[src/rtl/dsp_simd_addsub.sv]
// dsp_simd_addsub: two-stage pipelined SIMD add/sub/accumulate with per-lane carry and valid/ready flow control
module dsp_simd_addsub #(
  parameter int lanes    = 3,
  parameter int width    = 12,
  parameter bit saturate = 1'b0
) (
  input  logic                   i_clk,
  input  logic                   i_rst_n,
  input  logic                   i_in_valid,
  output logic                   o_in_ready,
  input  logic [1:0]             i_op,
  input  logic [lanes*width-1:0] i_a,
  input  logic [lanes*width-1:0] i_b,
  output logic                   o_out_valid,
  input  logic                   i_out_ready,
  output logic [lanes*width-1:0] o_y,
  output logic [lanes-1:0]       o_carry
);
  localparam int lw = lanes * width;
  if (!(width >= 1 && ((lanes >= 3 && lanes <= 4 && width <= 12) ||
        (lanes == 2 && width <= 24) || (lanes == 1 && width <= 48)))) begin : g_bad_cfg
    $error("dsp_simd_addsub: unsupported lanes/width combination");
  end
  logic          r_v1, r_v2;
  logic [1:0]    r_op1;
  logic [lw-1:0] r_a1, r_b1, r_acc, r_y, w_y;
  logic [lanes-1:0] r_c, w_c;
  logic          w_adv;
  assign w_adv       = !r_v2 || i_out_ready;
  assign o_in_ready  = w_adv;
  assign o_out_valid = r_v2;
  assign o_y         = r_y;
  assign o_carry     = r_c;
  // Each lane computes at width+1 bits; the top bit is carry or borrow and never leaks into the neighbour.
  for (genvar i = 0; i < lanes; i++) begin : g_lane
    logic [width-1:0] w_a, w_b, w_acc;
    logic [width:0]   w_r;
    assign w_a   = r_a1[i*width +: width];
    assign w_b   = r_b1[i*width +: width];
    assign w_acc = r_acc[i*width +: width];
    always_comb
      w_r = (r_op1 == 2'd0) ? {1'b0, w_a} + {1'b0, w_b} :
            (r_op1 == 2'd1) ? {1'b0, w_a} - {1'b0, w_b} :
            (r_op1 == 2'd2) ? {1'b0, w_acc} + {1'b0, w_a} : {1'b0, w_a};
    assign w_c[i] = (r_op1 != 2'd3) && w_r[width];
    assign w_y[i*width +: width] = (saturate && w_c[i]) ? ((r_op1 == 2'd1) ? '0 : '1) : w_r[width-1:0];
  end
  always_ff @(posedge i_clk or negedge i_rst_n)
    if (!i_rst_n) begin
      r_v1  <= 1'b0;
      r_op1 <= '0;
      r_a1  <= '0;
      r_b1  <= '0;
      r_v2  <= 1'b0;
      r_y   <= '0;
      r_c   <= '0;
      r_acc <= '0;
    end else if (w_adv) begin
      r_v1  <= i_in_valid;
      r_op1 <= i_op;
      r_a1  <= i_a;
      r_b1  <= i_b;
      r_v2  <= r_v1;
      if (r_v1) begin
        r_y <= w_y;
        r_c <= w_c;
        if (r_op1[1]) r_acc <= w_y;
      end
    end
endmodule

[config.mk]
export PLATFORM = sky130hd
export DESIGN_NAME = dsp_simd_addsub
export DESIGN_NICKNAME = d
export VERILOG_FILES = /design/src/rtl/dsp_simd_addsub.sv
export SDC_FILE = /design/constraint.sdc
export NUM_CORES = 1
export LEC_CHECK = 0
export CORE_ASPECT_RATIO = 0.8
export CORE_MARGIN = 10
export CORE_UTILIZATION = 50
export CTS_BUF_LIST = sky130_fd_sc_hd__clkbuf_2
export DETAILED_ROUTE_END_ITERATION = 8
export GPL_TIMING_DRIVEN = 0
export PLACE_DENSITY = 0.72
export RECOVER_POWER = 25
export SYNTH_ARGS = -nofsm -noshare
export SYNTH_HDL_FRONTEND = slang
export SYNTH_SLANG_ARGS = --single-unit
[constraint.sdc]
create_clock -name i_clk -period 3.65 [get_ports i_clk]
set_input_delay 0.365 -clock i_clk [delete_from_list [all_inputs] [get_ports i_clk]]
set_output_delay 0.365 -clock i_clk [all_outputs]
set_load 0.05 [all_outputs]
==> out/results.ini <==
[run_status]
status=finished, violations left
violations=max-capacitance violations, max-slew violations

[synth]
syn_area_mm2=0.0107
synth_commonest_cells=nand2_1, dfrtp_1, o21ai_0, ha_1, inv_1
ys_ff_latch=151
yosys.cell_types.count=67
synth_edf_count=0
yosysTopAreaCell=dfrtp_1
yosysWarnings=0
async_flop_share_pct=100
ys.flop_type=dfrtp_1
synth.area.top_cells=dfrtp_1, ha_1, o21ai_0, nand2_1, mux2_2
seq_area_frac_synth_pct=35.2
synth.avg_cell_area_um2=8.91
yosysMostFrequentCell=nand2_1
syn_inst=1205
syn-num-nets=1400
synth_top_cell_area_share_pct=35.2

[hold_path]
min_path_type=in -> reg

[pwr]
netSwitchingFraction_pct=47.5
powerDensity_mw_per_mm2=699
internal_power_mw=4.59
pwr-share-clk_pct=11.9
power_frac_comb_pct=58.7
max-vdd-ir-drop_mv=0.356
power.switching_mw=4.15
p_leak_nw=5.62
p_seq_share_pct=29.4

[clock_network]
worstSkewPairLatency_ns=0.76
clk_pin_slew_ns=0.24
h-tree-depth=4
postCtsSetupBuffers=0
cts_buffers=17
clockRootBuffer=clkbuf_2
cts_tree=yes
cts_num_sinks=151
clock_path_buffers=2

[floorplanning]
die_h_um=151
dieArea_mm2=0.0278
core_area_mm2=0.0209
ios=119
start_util_pct=51.4
rows=47
die_x_um=184

[place]
gp_congestion=0.914
placed_area_mm2=0.0123
pre_cts_ws_ns=-0.357
port_buffers=118
hpwl_um=25100
dp.cells=1593

[cells_and_area]
area_delta_synth_final_pct=16.5
fin_nets=1538
fillers=1856
fin_cells=1625
stdcell_area_mm2=0.0125
utilization_pct=59.9
drive_gt1_share_pct=7.75

[timing]
fmax_ghz=0.305
relSlewSlack_pct=-25.8
setup_viol=0
final.setup_skew_ns=0.0384
finalCritPeriodShare_pct=89.8
setup_slack_ns=0.373
tightestPinTransition_ns=1.89
drv_slew=74
period_needed_ns=3.28
hold_viol_final=0
setup_tns_ns=0
rsz0062_at_grt=no

[drt]
drt_drc_violations_left=0
via_count=9684
via_per_inst=5.96
drtIter0Drc=965
avgRoutedWirePerCell_um=20.7
postRouteAntennaNets=0
first_pass_iters=6
routed_wl_um=33600

[grt]
grt_pass1_vias=9356
antenna_found_initial=1
grt_max_degree=80
grt_pass1_wl_um=53000
grt_overflow=0
grt_use_total_pct=24.3

[critical_path]
endpoint_kind=flip-flop
critPathRequiredTime_ns=4.30
criticalPathCategory=reg -> reg
cp_max_fo=10
worst_ep_arrival_time_ns=3.92
critPathLaunchType=flip-flop

[flow_run]
drv_cap=1

## registers in the layout (all words and copies together), names as in the netlist
name         cells
r_acc           36
o_carry          3
r_v1             1
r_op1            2
o_y             36
o_out_valid      1
r_a1            36
r_b1            36
## final timing paths
path | slack, ns | to | start | cells past startpoint
min in group asynchronous | 0.61 | r_a1[30]$_DFFE_PN0N_ | i_rst_n | 2
max | 0.37 | o_y[28]$_DFFE_PN0P_ | r_op1[0]$_DFFE_PN0N_ | 8
min | 0.12 | r_b1[26]$_DFFE_PN0N_ | i_b[26] | 3
max in group asynchronous | 0.94 | r_acc[9]$_DFFE_PN0P_ | i_rst_n | 3
min reg2reg | 0.51 | o_y[25]$_DFFE_PN0P_ | o_y[25]$_DFFE_PN0P_ | 2
max reg2reg | 0.37 | o_y[28]$_DFFE_PN0P_ | r_op1[0]$_DFFE_PN0N_ | 8
## per-stage QoR
step | power, mW | hold slack, ns
4_1_cts | 8.68 | 0.0677
5_1_grt | 9.35 | 0.0453
3_3_place_gp | 7.52 | 0.462
3_5_place_dp | 7.63 | 0.437
2_1_floorplan | 6.17 | 0.0694
6_report | 8.74 | 0.125
## routing by layer
metal / GRT usage, % / wire length, um / share of wire [%] / up-vias
met3: 6.42 / 3520 / 10 / 41
met4: 4.82 / 414 / 1.2 / 0
li1: - / - / - / 4525
met1: 33.8 / 14800 / 44 / 4634
met2: 37.4 / 14800 / 44 / 484
met5: 0 / 0 / 0 / -
## area by class of cell
cell class / instances / area (um2) / share of cell area (%)
Antenna cell: 1 / 2.50 / 0.0200
Buffer: 58 / 229 / 1.83
Clock buffer: 17 / 85.1 / 0.680
Clock inverter: 14 / 159 / 1.27
Inverter: 76 / 285 / 2.28
Multi-Input combinational cell: 919 / 6440 / 51.5
Sequential cell: 151 / 3780 / 30.2
Tap cell: 269 / 337 / 2.69
Timing Repair Buffer: 120 / 1190 / 9.53
## worst max-delay path, stage by stage, from the launching register on
cell	delay, ns
dfrtp_1	0.49
buf_2	0.25
clkinv_1	0.30
buf_1	0.75
nand2_1	0.58
o21bai_1	0.29
o31ai_1	0.09
a21oi_1	0.27
o21ai_0	0.13
## cells by family (layout without fill, tap and decap cells)
| family | Yosys count | count (layout) | share of synthesized area (%) |
|---|---|---|---|
| AOI/OAI and AO/OA | 352 | 352 | 20.5 |
| xor gates and xnor gates | 55 | 55 | 4.49 |
| adders and majority gates | 117 | 117 | 14.3 |
| buffers and inverters | 135 | 285 | 4.80 |
| DFF | 151 | 151 | 35.2 |
| muxes | 70 | 70 | 7.45 |
| other | 0 | 1 | 0 |
| and+or+nand+nor | 325 | 325 | 13.3 |
## power by group through the flow
stage / Sequential [mW] / Combinational [mW] / Clock, mW
2_1_floorplan: 3.21 / 2.96 / 0
3_3_place_gp: 2.58 / 4.94 / 0
4_1_cts: 2.56 / 5.07 / 1.05
6_report: 2.57 / 5.13 / 1.04
5_1_grt: 2.63 / 5.60 / 1.12
3_5_place_dp: 2.59 / 5.04 / 0
## cells in the final DEF (no fill, tap or decap), types with 12 or more instances in the layout
| cell type | synthesis | routed |
|---|---|---|
| nand2_1 | 161 | 161 |
| nor3_1 | 18 | 18 |
| nand3_1 | 21 | 21 |
| mux2i_1 | 18 | 18 |
| nor2_1 | 69 | 69 |
| clkbuf_1 | 45 | 42 |
| ha_1 | 108 | 108 |
| clkbuf_2 | 0 | 20 |
| o21bai_1 | 12 | 12 |
| o21a_1 | 15 | 15 |
| nand2b_1 | 16 | 16 |
| inv_1 | 75 | 75 |
| clkdlybuf4s50_1 | 0 | 116 |
| xor2_1 | 20 | 20 |
| dfrtp_1 | 151 | 151 |
| a21oi_1 | 66 | 66 |
| mux2_2 | 49 | 49 |
| o31ai_1 | 17 | 17 |
| xnor2_1 | 35 | 35 |
| o21ai_0 | 141 | 141 |
| a211oi_1 | 12 | 12 |
## repair_timing
action                                  CTS  global route
endpoints found under the setup margin    1             1
resized for setup                         3             0
hold endpoints to repair                 72             0
hold buffers                              1             0
Power figures use the tool's default switching activity.
